==> config.mk <==
export PLATFORM = sky130hd
export DESIGN_NAME = mux4_rr_arbiter
export DESIGN_NICKNAME = d
export VERILOG_FILES = /design/src/rtl/mux4_rr_arbiter.sv
export SDC_FILE = /design/constraint.sdc
export NUM_CORES = 1
export LEC_CHECK = 0
export BUFFER_PORTS_ARGS = -buffer_cell sky130_fd_sc_hd__buf_4
export CAP_MARGIN = 20
export CORE_MARGIN = 3
export CORE_UTILIZATION = 40
export CTS_CLUSTER_SIZE = 16
export DETAILED_ROUTE_END_ITERATION = 6
export GPL_ROUTABILITY_DRIVEN = 1
export GPL_TIMING_DRIVEN = 0
export MAX_ROUTING_LAYER = met4
export PLACE_DENSITY = 0.85
export SYNTH_ARGS = -nofsm -noshare
export SYNTH_HDL_FRONTEND = slang
export SYNTH_SLANG_ARGS = --single-unit
==> constraint.sdc <==
create_clock -name clk -period 2.9 [get_ports clk]
set_clock_uncertainty 0.2 [all_clocks]
set_input_delay 0.435 -clock clk [delete_from_list [all_inputs] [get_ports clk]]
set_output_delay 0.435 -clock clk [all_outputs]
set_load 0.005 [all_outputs]
==> src/rtl/mux4_rr_arbiter.sv <==
// Four-requester round-robin arbiter that steers the granted requester's data onto one shared output.
// Optional per-grant transfer limit enabled by the ARB_TIMEOUT_EN macro.
module mux4_rr_arbiter #(
    parameter int WIDTH    = 8,
    parameter int MAX_HOLD = 16
) (
    input  logic             clk,
    input  logic             rst_n,
    input  logic [3:0]       req,
    input  logic [WIDTH-1:0] din0,
    input  logic [WIDTH-1:0] din1,
    input  logic [WIDTH-1:0] din2,
    input  logic [WIDTH-1:0] din3,
    output logic [3:0]       gnt,
    output logic [1:0]       sel,
    output logic [WIDTH-1:0] dout,
    output logic             dout_valid,
    input  logic             dout_ready,
    output logic             busy
);

    typedef enum logic [0:0] {
        IDLE  = 1'b0,
        GRANT = 1'b1
    } state_t;

    state_t           r_state, w_state_nxt;
    logic [3:0]       r_gnt, w_gnt_nxt;
    logic [1:0]       r_sel, w_sel_nxt;
    logic [1:0]       r_ptr, w_ptr_nxt;
    logic [1:0]       w_winner;
    logic [1:0]       w_idx;
    logic             w_found;
    logic             w_force_rel;
    logic [WIDTH-1:0] w_mux;

`ifdef ARB_TIMEOUT_EN
    localparam int CW = $clog2(MAX_HOLD + 1);
    logic [CW-1:0] r_cnt, w_cnt_nxt;
    logic          w_xfer;
    logic          w_at_limit;
    logic          w_others;

    assign w_xfer      = dout_valid & dout_ready;
    assign w_at_limit  = ((r_cnt + CW'(1)) == CW'(MAX_HOLD));
    assign w_others    = |(req & ~r_gnt);
    assign w_force_rel = w_xfer & w_at_limit & w_others;
`else
    logic w_unused;
    assign w_unused    = dout_ready | (MAX_HOLD == 0);
    assign w_force_rel = 1'b0;
`endif

    // Round-robin search: first set request starting at ptr, wrapping modulo 4.
    always_comb begin
        w_winner = r_ptr;
        w_found  = 1'b0;
        w_idx    = r_ptr;
        for (int k = 0; k < 4; k++) begin
            w_idx = r_ptr + 2'(k);
            if (!w_found && req[w_idx]) begin
                w_winner = w_idx;
                w_found  = 1'b1;
            end else begin
                w_found  = w_found;
            end
        end
    end

    // Next-state logic: arbitration in IDLE, release or transfer counting in GRANT.
    always_comb begin
        w_state_nxt = r_state;
        w_gnt_nxt   = r_gnt;
        w_sel_nxt   = r_sel;
        w_ptr_nxt   = r_ptr;
`ifdef ARB_TIMEOUT_EN
        w_cnt_nxt   = r_cnt;
`endif
        case (r_state)
            IDLE: begin
                if (w_found) begin
                    w_state_nxt = GRANT;
                    w_gnt_nxt   = 4'b0001 << w_winner;
                    w_sel_nxt   = w_winner;
`ifdef ARB_TIMEOUT_EN
                    w_cnt_nxt   = {CW{1'b0}};
`endif
                end else begin
                    w_gnt_nxt   = 4'b0000;
                end
            end
            GRANT: begin
                if (!req[r_sel] || w_force_rel) begin
                    // Pointer moves past the releasing requester so it gets lowest priority next.
                    w_state_nxt = IDLE;
                    w_gnt_nxt   = 4'b0000;
                    w_ptr_nxt   = r_sel + 2'd1;
                end else begin
`ifdef ARB_TIMEOUT_EN
                    if (w_xfer) begin
                        w_cnt_nxt = w_at_limit ? {CW{1'b0}} : (r_cnt + CW'(1));
                    end else begin
                        w_cnt_nxt = r_cnt;
                    end
`else
                    w_state_nxt = GRANT;
`endif
                end
            end
            default: begin
                w_state_nxt = IDLE;
                w_gnt_nxt   = 4'b0000;
            end
        endcase
    end

    // State and grant registers with synchronous active-low reset.
    always_ff @(posedge clk) begin
        if (!rst_n) begin
            r_state <= IDLE;
            r_gnt   <= 4'b0000;
            r_sel   <= 2'd0;
            r_ptr   <= 2'd0;
`ifdef ARB_TIMEOUT_EN
            r_cnt   <= {CW{1'b0}};
`endif
        end else begin
            r_state <= w_state_nxt;
            r_gnt   <= w_gnt_nxt;
            r_sel   <= w_sel_nxt;
            r_ptr   <= w_ptr_nxt;
`ifdef ARB_TIMEOUT_EN
            r_cnt   <= w_cnt_nxt;
`endif
        end
    end

    // 4:1 data selection on the registered index.
    always_comb begin
        case (r_sel)
            2'd0:    w_mux = din0;
            2'd1:    w_mux = din1;
            2'd2:    w_mux = din2;
            2'd3:    w_mux = din3;
            default: w_mux = {WIDTH{1'b0}};
        endcase
    end

    assign gnt        = r_gnt;
    assign sel        = r_sel;
    assign busy       = (r_state == GRANT);
    assign dout       = (r_state == GRANT) ? w_mux : {WIDTH{1'b0}};
    assign dout_valid = (r_state == GRANT) & req[r_sel];

endmodule

==> metrics <==
DRT antenna net count 0; clock share of power 24.4%; Cell Rows 15; sequential share of power between 30 and 40%; Critical Path RT 2.27 ns; CTS resizes 0; Synth Warn # 0; Final Setup Violations 0; Crit Path Category reg -> out; RSZ-0062 raised after global routing no; DRC viols 0; Max VDD drop between 200 and 300 uV; Seq cells post-synth 9; CP max stage cell dfxtp_1; Die X between 40 and 50 microns; max-slew violation count 0; wire length per cell around 13 microns; hold depth 2; Area Growth Syn to Fin 59.83%; Hold Path End r_ptr[0]; dpl cell area approximately 0.0012 sq mm; clk_lat worst skew approximately 0.27 ns; largest net degree at the start of global routing 11; Worst Max-Slew Pin Slew 0.3706 ns; status complete, no violations; Max Cap Viol 0; Pint approximately 0.27 mW; Routed WL 2397 microns; CTS Buffer Depth 2; hpwl dp 1937 microns; Worst path top cell family by delay compound AO/OA/AOI/OAI gates; HP Class in -> reg; clk sinks 9; CTS tree done; Worst EP arrival between 2 and 2.5 ns; RePlAce Congestion ~0.8; FF-to-FF End gnt[3]; final hold vios 0; logic gate share of total power 39.9%; CP dominant cell by count nor2_1; Post-Syn Area 750.7 sq um; routed vias/inst ~5.4; most common cell after layout, fill and taps aside buf_4; CTS Buf Count 3; H-tree Lvls 1; drt first pass iters 4; sw power around 0.13 mW; hold wc startpoint rst_n; antenna cell count 0; Gate Count Post-Synth 100; vias 974; worst slack, placed 0.4642 ns; cts hold-fix bufs 0; die height around 50 microns; Distinct cells, synth 29; critical path, cell by cell inv_1, ha_1, clkbuf_1, a222oi_1, nor2_1, a21oi_1, nor2_1, buf_4; commonest non-fill, non-tap cells in the layout 52 x buf_4, 19 x nor2_1, 10 x a21oi_1; Power Dens Cells approximately 330 mW/mm^2; final instance area around 0.0012 sq mm; buffers added on ports 52; final net count 200; Worst Reg2Reg Path Length in Cells 4; first-pass GRT wire length ~3800 microns; clock-pin slew on the worst setup and hold paths roughly 0.060 ns; r2r startpoint sel[0]; Congestion Overflow GR 0; Post-Syn Nets ~140; Pleak 0.5524 nW; share of cells above drive strength 1 about 40%; Die ar. 0.002432 sq mm; Worst slew margin about three quarters; DRT iter0 DRCs 52; r2r setup slk around 1.1 ns; Final Non-Filler Cells roughly 180; post-CTS setup buffer count 0; crit path max fanout 8; setup TNS 0 ns; Core ar. 0.001745 sq mm; Initial Util a little over two fifths; Sw Ratio 32.15%; register area share after synthesis a little under a quarter; number of global-route vias before repair 914; dpl cells about 180; Peak Freq between 300 and 400 MHz; Worst setup SP type flop; crit share post-route 93.10%; Final Critical Period between 2 and 3 ns; Largest stage delay, worst path 0.48 ns; initial antenna violation count 0; Avg Inst Size Synth 7.507 sq um; Ports between 50 and 60; clk root buf clkbuf_4; endpoint class of the critical path output pin; gr usage total roughly a fifth; Final WS setup around 0.20 ns; CP Buf/Inv Count 3
[kinds of logic (layout without fill, tap and decap cells)]
group	count (synthesis)	count (layout)	synth area share, %
compound gates	35	35	34.00
fa+ha+maj	4	4	6.667
flops	9	9	24.00
mux	1	1	3.000
simple gates	39	39	25.34
buf+inv	12	68	7.000
[metrics by stage]
stage	hold slack (ns)	util (%)	power, mW
final	0.2306	68.75	0.4007
after global routing	0.2238	68.75	0.4257
after CTS	0.2264	68.75	0.4041
after detailed placement	0.2712	67.17	0.3062
after global placement	0.2608	67.17	0.3014
after floorplan	0.2647	-	0.2236
[per-layer routing]
layer	routed length [microns]	GRT usage [%]	up-vias
met4	6	5.687	0
li1	-	-	485
met1	924	20.82	437
met5	0	-	-
met3	282	8.563	2
met2	1183	35.27	50
[cell type report]
class / count / area (sq um)
fillers: 155 / 545.5
multi-input cells: 79 / 518.0
repair buffers: 52 / 390.4
flip-flops and latches: 9 / 180.2
well taps: 25 / 31.28
plain buffers: 6 / 30.03
clock buffers: 3 / 22.52
inverters: 6 / 22.52
clock inverters: 1 / 5.005
[registers in the layout (all words and copies together) (netlist names)]
name	flops
gnt	4
r_ptr	2
sel	2
busy	1
[power groups by stage]
stage / clock (mW) / sequential (mW) / combinational, mW
floorplan: 0 / 0.144 / 0.0792
CTS: 0.100 / 0.143 / 0.161
global placement: 0 / 0.145 / 0.156
detailed placement: 0 / 0.146 / 0.160
finish: 0.0978 / 0.143 / 0.160
global route: 0.105 / 0.145 / 0.176
[cell usage after synthesis, drive strengths merged]
cell     n  area, sq um
o32ai    4        35.03
a211oi   1        7.510
nor4     1        6.260
a21boi   4        30.03
ha       4        50.05
a222oi   8        80.08
nand4b   1        8.760
or2      1        6.260
nand2    9        48.80
clkinv   1        3.750
mux4     1        22.52
or3      1        6.260
nor2    19        71.32
a31o     1        8.760
nor2b    2        12.51
and2b    1        7.510
nor3     2        10.01
dfxtp    9        180.2
and2     1        6.260
a21oi   10        50.05
o21ai    5        25.02
clkbuf   3        11.26
nand2b   1        6.260
o211a    1        10.01
inv      5        18.77
buf      3        18.77
o41ai    1        8.760
[worst max path at each step]
stage	start	endpoint	slack, ns	cells past startpoint
2_1_floorplan	sel[0]	dout[6]	0.88	7
3_3_place_gp	sel[0]	dout[6]	0.53	8
3_5_place_dp	sel[0]	dout[6]	0.46	8
4_1_cts	sel[0]	dout[6]	0.16	8
5_1_grt	sel[0]	dout[6]	0.03	8
6_report	sel[0]	dout[5]	0.20	8
Note: power is estimated with default switching activity, not from simulation.
